$ cat src/rtl/usb_tx_drain_pkg.sv
// usb_tx_drain_pkg
// Shared definitions for the FT245 transmit drain: FSM state encoding,
// parameter defaults, packetizer word layout and pulse-counter width.
package usb_tx_drain_pkg;

  localparam int unsigned DEPTH_DEF    = 64;
  localparam int unsigned WR_PULSE_DEF = 2;
  localparam int unsigned SI_PULSE_DEF = 2;

  // Packetizer word: [8] = 1 payload byte in [7:0], 0 packet-end marker.
  localparam int unsigned MARKER_BIT   = 8;
  localparam int unsigned WORD_W       = 9;

  // Width of the WR / SI pulse down-counter.
  localparam int unsigned CNT_W        = 8;

  typedef enum logic [2:0] {
    ST_IDLE     = 3'd0,
    ST_SETUP    = 3'd1,
    ST_STROBE   = 3'd2,
    ST_HOLD     = 3'd3,
    ST_SEND_IMM = 3'd4
  } state_t;

endpackage

$ cat src/rtl/usb_tx_drain_sync_fifo.sv
// sync_fifo
// Single-clock FIFO with combinational head read (o_rdata shows the entry
// at the read pointer). A push while full is accepted only when a pop
// happens in the same cycle. Pointers wrap modulo DEPTH.
// Ports:
//   i_clk, i_rst   clock, synchronous active-high reset
//   i_push, i_wdata  write request and data
//   i_pop          read request (ignored when empty)
//   o_rdata        head entry
//   o_count        occupancy 0..DEPTH
//   o_empty/o_full occupancy flags
module sync_fifo
  import usb_tx_drain_pkg::*;
#(
  parameter int unsigned DEPTH = DEPTH_DEF,
  parameter int unsigned WIDTH = WORD_W
) (
  input  logic                     i_clk,
  input  logic                     i_rst,
  input  logic                     i_push,
  input  logic                     i_pop,
  input  logic [WIDTH-1:0]         i_wdata,
  output logic [WIDTH-1:0]         o_rdata,
  output logic [$clog2(DEPTH):0]   o_count,
  output logic                     o_empty,
  output logic                     o_full
);

  localparam int unsigned ADDR_W = $clog2(DEPTH);

  logic [WIDTH-1:0]  r_mem [DEPTH];
  logic [ADDR_W-1:0] r_wr_ptr;
  logic [ADDR_W-1:0] r_rd_ptr;
  logic [ADDR_W:0]   r_count;
  logic              w_do_push;
  logic              w_do_pop;

  assign o_empty   = (r_count == '0);
  assign o_full    = (r_count == (ADDR_W+1)'(DEPTH));
  assign w_do_pop  = i_pop && !o_empty;
  // A pop frees the slot at the same edge, so a full FIFO can still accept.
  assign w_do_push = i_push && (!o_full || w_do_pop);

  always_ff @(posedge i_clk) begin
    if (i_rst) begin
      r_wr_ptr <= '0;
      r_rd_ptr <= '0;
      r_count  <= '0;
    end else begin
      if (w_do_push) r_wr_ptr <= r_wr_ptr + 1'b1;
      if (w_do_pop)  r_rd_ptr <= r_rd_ptr + 1'b1;
      case ({w_do_push, w_do_pop})
        2'b10:   r_count <= r_count + 1'b1;
        2'b01:   r_count <= r_count - 1'b1;
        default: r_count <= r_count;
      endcase
    end
  end

  always_ff @(posedge i_clk) begin
    if (!i_rst && w_do_push) r_mem[r_wr_ptr] <= i_wdata;
  end

  assign o_rdata = r_mem[r_rd_ptr];
  assign o_count = r_count;

endmodule

$ cat src/rtl/usb_tx_drain.sv
// usb_tx_drain
// Drains packetizer words from a FIFO into an FT245 parallel USB FIFO.
// Payload bytes are written with a SETUP / STROBE / HOLD sequence on
// usb_wr; packet-end markers produce a send-immediate pulse on usb_si_n.
// Words arriving while the FIFO is full are dropped and counted.
// Ports:
//   clk, rst         clock, synchronous active-high reset
//   in_data/in_valid packetizer word stream (no backpressure)
//   usb_txe_n        FT245 TXE#, asynchronous, low = room available
//   clear_overflow   clears overflow and drop_count
//   usb_data/usb_wr  FT245 data bus and write strobe
//   usb_si_n         FT245 send-immediate, active low
//   fill_level       FIFO occupancy
//   overflow         sticky drop flag
//   drop_count       dropped-word count, saturating at 255
module usb_tx_drain
  import usb_tx_drain_pkg::*;
#(
  parameter int unsigned DEPTH    = DEPTH_DEF,
  parameter int unsigned WR_PULSE = WR_PULSE_DEF,
  parameter int unsigned SI_PULSE = SI_PULSE_DEF
) (
  input  logic                   clk,
  input  logic                   rst,
  input  logic [WORD_W-1:0]      in_data,
  input  logic                   in_valid,
  input  logic                   usb_txe_n,
  input  logic                   clear_overflow,
  output logic [7:0]             usb_data,
  output logic                   usb_wr,
  output logic                   usb_si_n,
  output logic [$clog2(DEPTH):0] fill_level,
  output logic                   overflow,
  output logic [7:0]             drop_count
);

  localparam int unsigned ADDR_W = $clog2(DEPTH);

  // TXE# synchronizer; idles high (no room) out of reset.
  logic r_txe_meta;
  logic r_txe_s;

  always_ff @(posedge clk) begin
    if (rst) begin
      r_txe_meta <= 1'b1;
      r_txe_s    <= 1'b1;
    end else begin
      r_txe_meta <= usb_txe_n;
      r_txe_s    <= r_txe_meta;
    end
  end

  // FIFO
  logic [WORD_W-1:0] w_head;
  logic [ADDR_W:0]   w_count;
  logic              w_empty;
  logic              w_full;
  logic              w_pop;

  sync_fifo #(
    .DEPTH (DEPTH),
    .WIDTH (WORD_W)
  ) u_fifo (
    .i_clk   (clk),
    .i_rst   (rst),
    .i_push  (in_valid),
    .i_pop   (w_pop),
    .i_wdata (in_data),
    .o_rdata (w_head),
    .o_count (w_count),
    .o_empty (w_empty),
    .o_full  (w_full)
  );

  // Overflow tracking; clear wins over a drop in the same cycle.
  logic       w_drop;
  logic       r_overflow;
  logic [7:0] r_drop_cnt;

  assign w_drop = in_valid && w_full && !w_pop;

  always_ff @(posedge clk) begin
    if (rst) begin
      r_overflow <= 1'b0;
      r_drop_cnt <= '0;
    end else if (clear_overflow) begin
      r_overflow <= 1'b0;
      r_drop_cnt <= '0;
    end else if (w_drop) begin
      r_overflow <= 1'b1;
      if (r_drop_cnt != 8'hFF) r_drop_cnt <= r_drop_cnt + 8'd1;
    end
  end

  // Transmit FSM
  state_t             r_state;
  state_t             w_state_nxt;
  logic [CNT_W-1:0]   r_cnt;
  logic [CNT_W-1:0]   w_cnt_nxt;
  logic [7:0]         r_data;
  logic               r_wr;
  logic               r_si_n;

  always_comb begin
    w_state_nxt = r_state;
    w_cnt_nxt   = r_cnt;
    w_pop       = 1'b0;
    case (r_state)
      ST_IDLE: begin
        if (!w_empty && !r_txe_s) begin
          w_pop = 1'b1;
          if (w_head[MARKER_BIT]) begin
            w_state_nxt = ST_SETUP;
          end else begin
            w_state_nxt = ST_SEND_IMM;
            w_cnt_nxt   = CNT_W'(SI_PULSE - 1);
          end
        end
      end
      ST_SETUP: begin
        w_state_nxt = ST_STROBE;
        w_cnt_nxt   = CNT_W'(WR_PULSE - 1);
      end
      ST_STROBE: begin
        if (r_cnt == '0) w_state_nxt = ST_HOLD;
        else             w_cnt_nxt   = r_cnt - 1'b1;
      end
      ST_HOLD: begin
        w_state_nxt = ST_IDLE;
      end
      ST_SEND_IMM: begin
        if (r_cnt == '0) w_state_nxt = ST_IDLE;
        else             w_cnt_nxt   = r_cnt - 1'b1;
      end
      default: begin
        w_state_nxt = ST_IDLE;
      end
    endcase
  end

  // Strobes are registered from the next state so they line up with the
  // state register and are free of decode glitches. usb_data is loaded
  // only when a payload byte is popped; markers leave it untouched.
  always_ff @(posedge clk) begin
    if (rst) begin
      r_state <= ST_IDLE;
      r_cnt   <= '0;
      r_data  <= '0;
      r_wr    <= 1'b0;
      r_si_n  <= 1'b1;
    end else begin
      r_state <= w_state_nxt;
      r_cnt   <= w_cnt_nxt;
      r_wr    <= (w_state_nxt == ST_STROBE);
      r_si_n  <= (w_state_nxt != ST_SEND_IMM);
      if (w_pop && w_head[MARKER_BIT]) r_data <= w_head[7:0];
    end
  end

  assign usb_data   = r_data;
  assign usb_wr     = r_wr;
  assign usb_si_n   = r_si_n;
  assign fill_level = w_count;
  assign overflow   = r_overflow;
  assign drop_count = r_drop_cnt;

endmodule

$ cat config.mk
export PLATFORM = sky130hd
export DESIGN_NAME = usb_tx_drain
export DESIGN_NICKNAME = d
export VERILOG_FILES = /design/src/rtl/usb_tx_drain_pkg.sv /design/src/rtl/usb_tx_drain_sync_fifo.sv /design/src/rtl/usb_tx_drain.sv
export SDC_FILE = /design/constraint.sdc
export NUM_CORES = 1
export LEC_CHECK = 0
export BUFFER_PORTS_ARGS = -buffer_cell sky130_fd_sc_hd__clkbuf_2
export CELL_PAD_IN_SITES_DETAIL_PLACEMENT = 1
export CELL_PAD_IN_SITES_GLOBAL_PLACEMENT = 1
export CORE_MARGIN = 2
export CORE_UTILIZATION = 49
export CTS_BUF_LIST = sky130_fd_sc_hd__clkbuf_8
export DETAILED_ROUTE_END_ITERATION = 8
export HOLD_SLACK_MARGIN = 0.06
export PLACE_DENSITY_LB_ADDON = 0.1
export SETUP_SLACK_MARGIN = 0.5
export SLEW_MARGIN = 20
export SYNTH_ARGS = -nofsm -noshare
export SYNTH_HDL_FRONTEND = slang
export SYNTH_SLANG_ARGS = --single-unit
$ cat constraint.sdc
create_clock -name clk -period 3.6 [get_ports clk]
set_input_delay 0.72 -clock clk [delete_from_list [all_inputs] [get_ports clk]]
set_output_delay 0.72 -clock clk [all_outputs]
set_load 0.1 [all_outputs]
Word-level counts from Yosys, hierarchy flattened

Memories as Yosys holds them, arrays and structs flattened. A register that Yosys moved wholly into a read port is not among the register bits.
Cells that the tools add are included.

Flip-flop bits (word level): 51
Output and inout port bits: 26
Memories: 1
Logic and storage cells: 69
Memory bits (writable): 576

Memories:

| memory       | depth | width | rd ports | clocked after Yosys merged registers in | write ports | RTL line                     | RTL |
|---|---|---|---|---|---|---|---|
| u_fifo.r_mem | 64    | 9     | 1        | 1                                       | 1           | usb_tx_drain_sync_fifo.sv:31 | `logic [WIDTH-1:0] r_mem [DEPTH];` |

Equal/unequal tests: 12
Add/subtract/negate cells: 6
Reduce and logical (&&, ||, !) cells: 22
Multiplexer cells: 16

Operators by type and width:

| operator            | number |
|---|---|
| $mux 8              | 3 |
| $pmux 8 s3          | 1 |
| $pmux 7 s2          | 1 |
| $add 6x1->6 const B | 2 |
| $mux 3              | 4 |
| $mux 6              | 2 |
| $pmux 3 s4          | 1 |
| $add 8x1->8 const B | 1 |
| $logic_not 8->1     | 1 |
| $ne 8x8->1 const B  | 1 |
| $sub 8x1->8 const B | 1 |
| $add 7x1->7 const B | 1 |
| $eq 7x7->1 const B  | 1 |
| $logic_and 1x1->1   | 7 |
| $logic_not 7->1     | 1 |
| $sub 7x1->7 const B | 1 |
| $eq 3x2->1 const B  | 2 |
| $ne 2x2->1 const B  | 3 |
| $logic_not 1->1     | 5 |
| $mux 1              | 4 |
| $reduce_and 4->1    | 1 |
| $reduce_or 2->1     | 2 |
| $eq 3x1->1 const B  | 1 |
| $eq 3x3->1 const B  | 1 |
| 8 further kinds     | 8 |

Depth between registers and ports, before layout

Gate-level depths: netlist of run 1.

Depth in word-level cells: 11
Gate-level depth with buffers: 11
Mapped depth without buffers: 9

Modules after synthesis

A second synthesis of run 1 with hierarchy kept.

Cells, all modules: 1304
Area, all modules: 25076.6 µm²

Modules (own cells, without submodules):

| module       | area each (µm²) | cells each | times used | sequential area each (µm²) |
|---|---|---|---|---|
| sync_fifo    | 23557.6         | 1128       | 1          | 17797.1 |
| usb_tx_drain | 1519.0          | 176        | 1          | 640.6 |

Worst setup path after synthesis of run 1

Ideal clock, no wire load.

Path kind: register -> register
Start: register u_fifo.r_count[3] (netlist: u_fifo.o_count[3])
End: memory u_fifo.r_mem[58][0] in the netlist's numbering, enable pin
Cell stages (with the launch flop): 7
Arrival time: 2783 ps
Slack: 442 ps
Required time: 3226 ps
Setup time: 374 ps
Cells stage by stage: dfxtp_1 -> nor3_1 -> a31oi_2 -> inv_1 -> nor2_1 -> nand3_1 -> nor2_1

Longest elaborated chain between the ends: 11
Elaborated cells between the ends (all ways): 13
Those cells by class: eq/ne: 1; mux: 4; reduce/logical: 8

RTL lines:

| what                           | RTL line                                          | RTL |
|---|---|---|
| start, declared                | usb_tx_drain_sync_fifo.sv:34                      | `logic [ADDR_W:0] r_count;` |
| start signal, assigned         | usb_tx_drain_sync_fifo.sv:53                      | `2'b10: r_count <= r_count + 1'b1;` |
| start signal, assigned         | usb_tx_drain_sync_fifo.sv:54                      | `2'b01: r_count <= r_count - 1'b1;` |
| start signal, assigned         | usb_tx_drain_sync_fifo.sv:55                      | `default: r_count <= r_count;` |
| $logic_not 7->1                | usb_tx_drain_sync_fifo.sv:38                      | `assign o_empty = (r_count == '0);` |
| $logic_not 1->1                | usb_tx_drain_sync_fifo.sv:40, usb_tx_drain.sv:110 |  |
| $logic_and 1x1->1              | usb_tx_drain.sv:110                               | `if (!w_empty && !r_txe_s) begin` |
| $mux 1                         | usb_tx_drain.sv:110                               |  |
| $mux 1                         | usb_tx_drain.sv:108                               | `case (r_state)` |
| $logic_and 1x1->1              | usb_tx_drain_sync_fifo.sv:40                      | `assign w_do_pop = i_pop && !o_empty;` |
| $logic_or 1x1->1 *             | usb_tx_drain_sync_fifo.sv:42                      | `assign w_do_push = i_push && (!o_full \|\| w_do_pop);` |
| $logic_and 1x1->1 *            | usb_tx_drain_sync_fifo.sv:42                      |  |
| $logic_and 1x1->1 *            | usb_tx_drain_sync_fifo.sv:61                      | `if (!i_rst && w_do_push) r_mem[r_wr_ptr] <= i_wdata;` |
| $mux 1 *                       | usb_tx_drain_sync_fifo.sv:61                      |  |
| $mux 1 (implied by the code) * | usb_tx_drain_sync_fifo.sv:61                      |  |
| end, declared                  | usb_tx_drain_sync_fifo.sv:31                      |  |

Every way passes the cells marked *; elsewhere a longest branch is shown, timed or not.

==> results.tsv, run 1 <==
metric	value	unit
status	complete, no violations	
VDD IR-drop max	0.3477	mV
Fin Setup TNS	0	ns
placed insts	2025	
GPL Wtd Cong	0.8257	
routed wire length	61240	µm
crit-path max cell delay	0.65	ns
Setup violations, final	0	
max-slew violations	0	
sequential share of the synthesized area	74.97	%
core region area	0.04986	mm²
Starting DRT DRC Count	946	
top post-synthesis cells by area	edfxtp_1, mux4_2, dfxtp_1	
cts-stage hold buffer count	0	
post-route insts no fill	2217	
WL per Instance	27.62	µm
Netlist cell types	57	
final hold vios	0	
antenna violations before repair	1	
top sig layer	met4	
met2 routed WL	30810	µm
IO Pins	40	
DRC errors left	0	
TritonCTS clock tree	yes	
Synth Net Count	1285	
vias in the first global route	13700	
Placement Rows	82	
post-route cell area	0.02823	mm²
Rel. slew slack	25.68	%
Die Area	0.05200	mm²
Critical Path AT	3.53	ns
syn_area_per_cell	19.44	µm²
DRT met1 WL	26220	µm
Skew-Pair Late Insertion Delay	0.70	ns
Die Y	228.0	µm
Post-synth top cells	edfxtp_1, mux4_2, nor2_1	
root buffer cell	clkbuf_8	
area grow syn2layout	14.76	%
first-pass GRT wire length	91830	µm
Initial Utilization	49.33	%
Maximum Capacitance Violations	0	
vias after detailed routing	12960	
overall routing resource usage	24.16	%
post-synthesis register bit count	633	
maximum buffer depth of the clock tree	3	
worst endpoint required time	4.18	ns
dpl cell area	0.02626	mm²
H-Tree Depth	3	
crit path max fanout	35	
f_max	0.3388	GHz
die width	228.0	µm
leakage	9.194	nW
Clock transition at path regs	0.06	ns
Hold WC Path Type	in2reg	
Async SR Flop Fraction	0	%
Slowest cell on crit path	dfxtp_4	
slew at the pin closest to its max-slew limit	1.115	ns
final core utilization	56.61	%
R2R setup slack	0.65	ns
metal3 WL	2926	µm
via density per instance	5.846	
clock net sink count	633	
crit-path cells	buf_12 > mux4_2 > nor4bb_1 > nor4_1 > nand4_1 > a21boi_1 > buf_4 > mux2i_1 > nor2_1	
1st-pass router iterations	5	
Filler Cell Count	4483	
share of layout cells above drive strength 1	29.81	%
Period Utilization, post-route	81.98	%
largest net degree at the start of global routing	65	
synthesized cell area	0.02459	mm²
detailed placement HPWL	39360	µm
port buffer count	39	
critical path class	reg2reg	
Ys Warns	0	
startpoint types	flip-flop	
largest area contributor in the synthesized netlist	edfxtp_1	
Post-synth EDFFs	576	
share of the synthesized area in the top cell type	70.33	%
RSZ-0062 raised after global routing	true	
Synth Instances	1265	
skew final	0.03555	ns
CP Capture Type	flip-flop	
fin nets	1479	
Power Density	512.6	mW/mm²
Primary FF master, synth	edfxtp_1	
total power	14.47	mW
final antenna-violating net count	0	
count leader, synth	edfxtp_1	
Num CTS Buffers	103	
grt ovf	0	
Period minus WS final	2.951	ns
layout by cell type, fill, tap and decap left out, types with 7 or more instances in the layout:
cell	Yosys	layout
a31oi_1	7	7
a221oi_1	17	17
a22oi_1	40	39
edfxtp_1	576	576
xor2_1	14	14
dfxtp_1	57	50
clkbuf_2	0	38
clkinv_2	0	12
buf_4	4	111
o221ai_1	8	8
nand4_1	9	9
xnor2_1	10	10
a21oi_1	7	7
nor2_1	121	120
nor2b_1	10	8
nand2_1	42	42
mux4_2	143	143
clkbuf_8	0	115
mux2i_1	17	17
nand3_1	10	9
a22o_1	16	16
inv_1	9	44
clkinv_1	0	23
nor3_1	12	12
o21ai_0	7	7
final timing paths:
check | from | endpoint | depth (start not counted)
setup / recovery | flip-flop | usb_data[5] | 9
hold / removal | usb_txe_n | r_txe_meta | 2
setup reg to reg | flip-flop | usb_data[5] | 9
hold reg to reg | r_txe_meta | r_txe_s | 1
power by group:
group	switching, mW	internal [mW]	total (mW)	leakage [nW]
Combinational	0.395	0.217	0.612	2.44
Sequential	0.0316	8.04	8.07	5.64
Clock	2.80	2.99	5.78	1.12
metrics by stage:
step	hold WS, ns	worst slack (ns)
floorplan	0.3895	0.5205
global placement	0.4043	0.4780
detailed placement	0.4162	0.5013
CTS	0.1500	0.5011
global route	0.1667	0.4987
finish	0.2083	0.6487
registers in the layout (all words and copies together), names as in the netlist, named ones only:
name and count:
r_txe_meta 1, r_state 3, r_cnt 8, drop_count 8, u_fifo.r_wr_ptr 6, r_txe_s 1, u_fifo.r_mem 576, usb_wr 1
usb_data 8, usb_si_n 1, u_fifo.r_rd_ptr 6, overflow 1, u_fifo.o_count 7
routing by layer:
layer  global-route usage, %  up-vias
li1                        -     5592
met4                   6.332        0
met5                       0        -
met3                   4.375       94
met1                   33.42     6910
met2                   40.05      364
cell type report:
| cell class | count | area, µm² | area share, % |
|---|---|---|---|
| flip-flops and latches | 633 | 18450 | 65.37 |
| multi-input cells | 555 | 5813 | 20.59 |
| clock buffers | 115 | 1583 | 5.608 |
| repair buffers | 157 | 1167 | 4.136 |
| well taps | 672 | 840.8 | 2.979 |
| clock inverters | 74 | 331.6 | 1.175 |
| inverters | 9 | 33.78 | 0.1197 |
| diodes | 2 | 5.005 | 0.01773 |
worst max-delay path: cells and delay by family, from the launching register on:
family          cells  cell delay [ns]
buf+inv             2             0.53
mux                 2             0.49
flops               1             0.65
compound gates      1             0.25
simple gates        4             0.84
logic make-up (layout without fill, tap and decap cells):
logic type      Yosys count  in the layout  share of synthesized area [%]
compound gates          121            121                          3.937
mux                     162            162                          13.88
flops                   633            633                          74.97
other cells               0              2                              0
xor+xnor                 24             24                         0.8547
simple gates            242            242                          4.553
fa+ha+maj                 6              6                         0.3052
buf+inv                  77            355                          1.506
timing repair:
item / CTS / global route
endpoints found under the setup margin: 2 / 14
buffers inserted: 1 / 0
gates resized for setup: 0 / 4
gates cloned: 0 / 0
(Power assumes the default switching activity.)
==> run 2: changes to the inputs <==
==> constraint.sdc (replaced) <==
create_clock -name clk -period 3.1 [get_ports clk]
set_input_delay 0.62 -clock clk [delete_from_list [all_inputs] [get_ports clk]]
set_output_delay 0.62 -clock clk [all_outputs]
set_load 0.1 [all_outputs]
==> results.tsv, run 2 (same netlist as run 1, synthesis figures left out) <==
metric	value	unit
Hold WC Path Type	in2reg	
Num CTS Buffers	104	
startpoint types	flip-flop	
largest net degree at the start of global routing	65	
hold path start	clear_overflow	
first-pass GRT wire length	89530	µm
final antenna-violating net count	0	
Setup violations, final	0	
CP Capture Type	flip-flop	
IO Pins	40	
worst hold slack	0.2975	ns
Die Area	0.05200	mm²
RSZ-0062 raised after global routing	true	
Clock transition at path regs	0.06	ns
port buffer count	39	
Rel. slew slack	40.57	%
routed wire length	59750	µm
1st-pass router iterations	5	
max-slew violations	0	
maximum buffer depth of the clock tree	3	
area grow syn2layout	19.19	%
status	complete, no violations	
Skew-Pair Late Insertion Delay	0.71	ns
hold-critical path depth	3	
pre-CTS worst setup slack	0.1542	ns
final worst slack	0.4680	ns
Critical Path AT	3.20	ns
Power Density	588.2	mW/mm²
DRC errors left	0	
commonest non-fill, non-tap cell in the layout	edfxtp_1	
R2R setup slack	0.47	ns
grt ovf	0	
f_max	0.3799	GHz
H-Tree Depth	3	
share of layout cells above drive strength 1	36.40	%
crit path max fanout	12	
critical path class	reg2reg	
total power	17.24	mW
Period minus WS final	2.632	ns
fin nets	1530	
Initial Utilization	49.33	%
slew at the pin closest to its max-slew limit	0.8915	ns
skew final	0.02876	ns
Worst Hold Path EP	drop_count[5]	
overall routing resource usage	23.31	%
Reg with most FFs	u_fifo.r_mem	
worst endpoint required time	3.66	ns
worst r2r path cells	9	
TritonCTS clock tree	yes	
VDD IR-drop max	0.4027	mV
leakage	9.626	nW
max reg flops	576	
final hold vios	0	
Placement Rows	82	
most frequent cells in the layout	edfxtp_1, mux4_2, buf_4	
core region area	0.04986	mm²
vias in the first global route	13840	
clock net sink count	633	
reg2reg end	usb_data[4]	
Die Y	228.0	µm
Starting DRT DRC Count	1145	
die width	228.0	µm
root buffer cell	clkbuf_8	
detailed placement HPWL	36850	µm
GPL Wtd Cong	0.8306	
Period Utilization, post-route	84.90	%
antenna violations before repair	1	
vias after detailed routing	13070	
Filler Cell Count	4422	
via density per instance	5.754	
Maximum Capacitance Violations	0	
Fin Setup TNS	0	ns
WL per Instance	26.30	µm
## run 2: timing repair
| action | in CTS | in global routing |
|---|---|---|
| endpoints found under the hold margin | 1 | 0 |
| gates resized for setup | 29 | 72 |
| endpoints found under the setup margin | 431 | 242 |
| pin swaps | 3 | 25 |
| hold buffers | 1 | 0 |
| gates cloned | 1 | 4 |
| buffers inserted | 9 | 23 |
## run 2: final cells by class
type / instances / area (µm²) / area share (%)
clock inverters: 87 / 520.5 / 1.776
diodes: 1 / 2.502 / 0.008536
clock buffers: 108 / 1486 / 5.071
inverters: 9 / 33.78 / 0.1152
well taps: 672 / 840.8 / 2.868
repair buffers: 207 / 1803 / 6.150
flip-flops and latches: 633 / 18460 / 62.96
multi-input cells: 555 / 6170 / 21.05
## run 2: power by group
part	switching, mW	total [mW]	internal, mW
logic	0.497	0.835	0.339
clock network	3.30	7.04	3.74
registers	0.0316	9.37	9.34
total	3.83	17.2	13.4
## run 2: through the flow
step / utilization [%] / cell area [µm²] / instances
floorplan: - / 24650 / 1265
global placement: 52.98 / 26420 / 2038
detailed placement: 52.99 / 26420 / 2038
CTS: 57.55 / 28700 / 2244
global route: 58.79 / 29310 / 2272
finish: 58.79 / 29310 / 2272
## run 2: worst max path at each step
stage / from / endpoint / slack, ns / cells after the start
after floorplan: u_fifo.o_count[3] / u_fifo.r_mem[58][0] / 0.37 / 6
after global placement: flip-flop / usb_data[6] / 0.17 / 7
after detailed placement: flip-flop / usb_data[0] / 0.15 / 7
after CTS: flip-flop / r_cnt[1] / 0.42 / 12
after global routing: flip-flop / usb_data[4] / 0.36 / 9
final: flip-flop / usb_data[4] / 0.47 / 9
## run 2: worst max-delay path, cell delays in order, from the launching register on
cell and delay [ns]:
dfxtp_4 0.38, buf_8 0.14, buf_6 0.22, mux4_2 0.53, a22o_1 0.28, a221oi_1 0.28, buf_4 0.21, o221ai_1 0.15
mux2i_1 0.18, nor2_1 0.09
## run 2: per-layer routing
layer	GRT usage [%]	vias to the layer above	share of wire (%)
li1	-	5695	-
met1	32.75	6911	44
met2	36.84	374	48
met3	4.700	93	5.5
met4	7.925	0	2.5
met5	0	-	0
==> run 3: changes to the inputs <==
--- a/config.mk
+++ b/config.mk
@@ -5,6 +5,7 @@
 export SDC_FILE = /design/constraint.sdc
 export NUM_CORES = 1
 export LEC_CHECK = 0
+export ABC_AREA = 1
 export BUFFER_PORTS_ARGS = -buffer_cell sky130_fd_sc_hd__clkbuf_2
 export CELL_PAD_IN_SITES_DETAIL_PLACEMENT = 1
 export CELL_PAD_IN_SITES_GLOBAL_PLACEMENT = 1
==> constraint.sdc (replaced) <==
create_clock -name clk -period 2.6 [get_ports clk]
set_input_delay 0.52 -clock clk [delete_from_list [all_inputs] [get_ports clk]]
set_output_delay 0.52 -clock clk [all_outputs]
set_load 0.1 [all_outputs]
==> results.tsv, run 3 <==
metric	value	unit
status	complete, no violations	
register share of total power	51.7	%
top post-synthesis cells by area	edfxtp_1, nand2_1, nor2_1	
sw frac	25.94	%
count leader, synth	edfxtp_1	
max reg flops	576	
Netlist cell types	48	
Clock transition at path regs	0.07	ns
synthesized cell area	0.02592	mm²
f_max	0.4379	GHz
hold-critical path depth	4	
core region area	0.05245	mm²
Die Y	234.0	µm
final hold vios	0	
crit-path cells	buf_4 > buf_12 > buf_4 > clkbuf_16 > o21ai_0 > o22ai_1 > nand2_1 > nand2_1 > nand2_1 > nand3_1 > o21ai_2 > nand2_1 > nand3_2 > a21oi_2	
reg2reg end	usb_data[7]	
max-slew violations	0	
Critical Path AT	2.85	ns
mux cell area share after synthesis	0	%
routed wire length	90770	µm
worst r2r path cells	14	
first-pass GRT wire length	128300	µm
Logic pwr share	9.6	%
critical path class	reg2reg	
vias after detailed routing	19780	
final core utilization	62.79	%
main combinational cell family by area after synthesis	simple AND/OR/NAND/NOR gates	
detailed placement HPWL	46210	µm
Period minus WS final	2.284	ns
internal power	16.00	mW
Primary FF master, synth	edfxtp_1	
largest area contributor in the synthesized netlist	edfxtp_1	
Post-synth top cells	edfxtp_1, nand2_1, nor2_1	
cell mode on critical path	nand2_1	
Die Area	0.05475	mm²
Reg with most FFs	u_fifo.r_mem	
area grow syn2layout	27.07	%
grt ovf	0	
total power	21.60	mW
commonest non-fill, non-tap cell in the layout	edfxtp_1	
Setup violations, final	0	
crit-path max cell delay	0.37	ns
root buffer cell	clkbuf_8	
Hold WC Path Type	in2reg	
VDD IR-drop max	0.6152	mV
share of layout cells above drive strength 1	25.98	%
RSZ-0062 raised after global routing	true	
H-Tree Depth	3	
GPL Wtd Cong	0.8385	
Ys Warns	0	
Starting DRT DRC Count	1813	
Skew-Pair Late Insertion Delay	0.75	ns
NetSw	5.605	mW
Slowest cell on crit path	dfxtp_4	
xor-xnor portion of the synthesized cell area	0.3717	%
skew final	0.05544	ns
clock power share	38.7	%
DRC errors left	0	
Crit path max-delay family	buffers and inverters	
Maximum Capacitance Violations	0	
adder-cell share of the synthesized area	0.2897	%
syn_area_per_cell	11.69	µm²
via density per instance	6.068	
Period Utilization, post-route	87.83	%
hold path start	clear_overflow	
sequential share of the synthesized area	71.14	%
largest net degree at the start of global routing	73	
crit path max fanout	9	
post-synthesis register bit count	633	
Simple-Gate Fraction of Synth Area	14.61	%
antenna violations before repair	1	
Synth Net Count	2237	
Initial Utilization	49.42	%
port buffer count	39	
share of the synthesized area in the top cell type	66.74	%
Power Density	656.0	mW/mm²
slew at the pin closest to its max-slew limit	0.9550	ns
IO Pins	40	
most frequent cells in the layout	edfxtp_1, nand2_1, nor2_1	
vias in the first global route	20470	
Synth Instances	2217	
Rel. slew slack	36.18	%
Async SR Flop Fraction	0	%
worst hold slack	0.1772	ns
post-synthesis compound-gate area fraction	10.07	%
TritonCTS clock tree	yes	
Num CTS Buffers	103	
final antenna-violating net count	0	
clock net sink count	633	
overall routing resource usage	31.89	%
die width	234.0	µm
CP Capture Type	flip-flop	
Placement Rows	84	
WL per Instance	27.84	µm
startpoint types	flip-flop	
worst endpoint required time	3.17	ns
maximum buffer depth of the clock tree	3	
R2R setup slack	0.32	ns
Post-synth EDFFs	576	
Fin Setup TNS	0	ns
Buf/Inv on CP	4	
1st-pass router iterations	5	
leakage	11.74	nW
Worst Hold Path EP	drop_count[7]	
fin nets	2512	
-- run 3: cell types whose count changed in the layout (fill, tap and decap cells not counted), sizes merged, moves of 27 or more --
cell   change
nand2    +352
o21ai    +295
nor2     +273
mux4     -143
o22ai    +126
nand3     +92
buf       +65
a22oi     -40
a21oi     +33
inv       +27
-- run 3: logic make-up after synthesis --
group,Yosys count
AOI/OAI and AO/OA,484
and+or+nand+nor,905
adders and majority gates,6
DFF,633
xor gates and xnor gates,11
buffers and inverters,178
-- run 3: worst max-delay path by stage --
| stage | endpoint | slack, ns | cells past startpoint | from |
|---|---|---|---|---|
| 2_1_floorplan | u_fifo.r_mem[32][0] | 0.19 | 12 | u_fifo.o_count[1] |
| 3_3_place_gp | u_fifo.r_mem[51][1] | 0.06 | 12 | u_fifo.o_count[3] |
| 3_5_place_dp | u_fifo.r_mem[59][4] | -0.05 | 12 | u_fifo.o_count[3] |
| 4_1_cts | u_fifo.r_mem[48][6] | 0.34 | 14 | u_fifo.o_count[2] |
| 5_1_grt | usb_data[7] | 0.21 | 14 | flip-flop |
| 6_report | usb_data[7] | 0.32 | 14 | flip-flop |
-- run 3: cell type report --
cell class | count | area [µm²]
fillers | 5128 | 19510
flip-flops and latches | 633 | 18470
multi-input cells | 1422 | 7851
repair buffers | 276 | 3553
clock buffers | 108 | 1486
well taps | 688 | 860.8
clock inverters | 76 | 414.1
inverters | 52 | 251.5
repair inverters | 4 | 37.54
diodes | 1 | 2.502
-- run 3: per-stage QoR --
stage               area [µm²]  setup WS [ns]  cells
detailed placement       27620       -0.04546   2928
global route             32930         0.2122   3260
global placement         27620        0.05937   2928
CTS                      31730         0.3441   3203
floorplan                26130         0.1885   2217
finish                   32930         0.3163   3260
-- run 3: routing by layer --
metal	up-vias	part of all wire (%)	global-route usage, %
li1	8559	-	-
met1	10040	39	39.81
met2	917	49	54.09
met3	262	7.0	4.925
met4	0	4.9	16.08
met5	-	0	0
-- run 3: tightest hold or removal path: cells and delay by family --
| family | cells | cell delay, ns |
|---|---|---|
| buf+inv | 1 | 0.08 |
| simple gates | 3 | 0.23 |
-- run 3: timing repair --
| action | in CTS | in global routing |
|---|---|---|
| cloned | 30 | 37 |
| hold endpoints to repair | 1 | 0 |
| hold buffers | 1 | 0 |
| buffers inserted | 60 | 19 |
| pin swaps | 51 | 47 |
| resized for setup | 230 | 234 |
| setup endpoints to repair | 612 | 621 |
-- run 3: power by group through the flow --
stage | registers [mW] | clock network, mW | logic, mW
5_1_grt | 11.2 | 8.82 | 2.19
3_3_place_gp | 11.4 | 0 | 1.41
4_1_cts | 11.2 | 8.32 | 1.92
2_1_floorplan | 11.5 | 0 | 0.772
6_report | 11.2 | 8.35 | 2.08
3_5_place_dp | 11.4 | 0 | 1.45
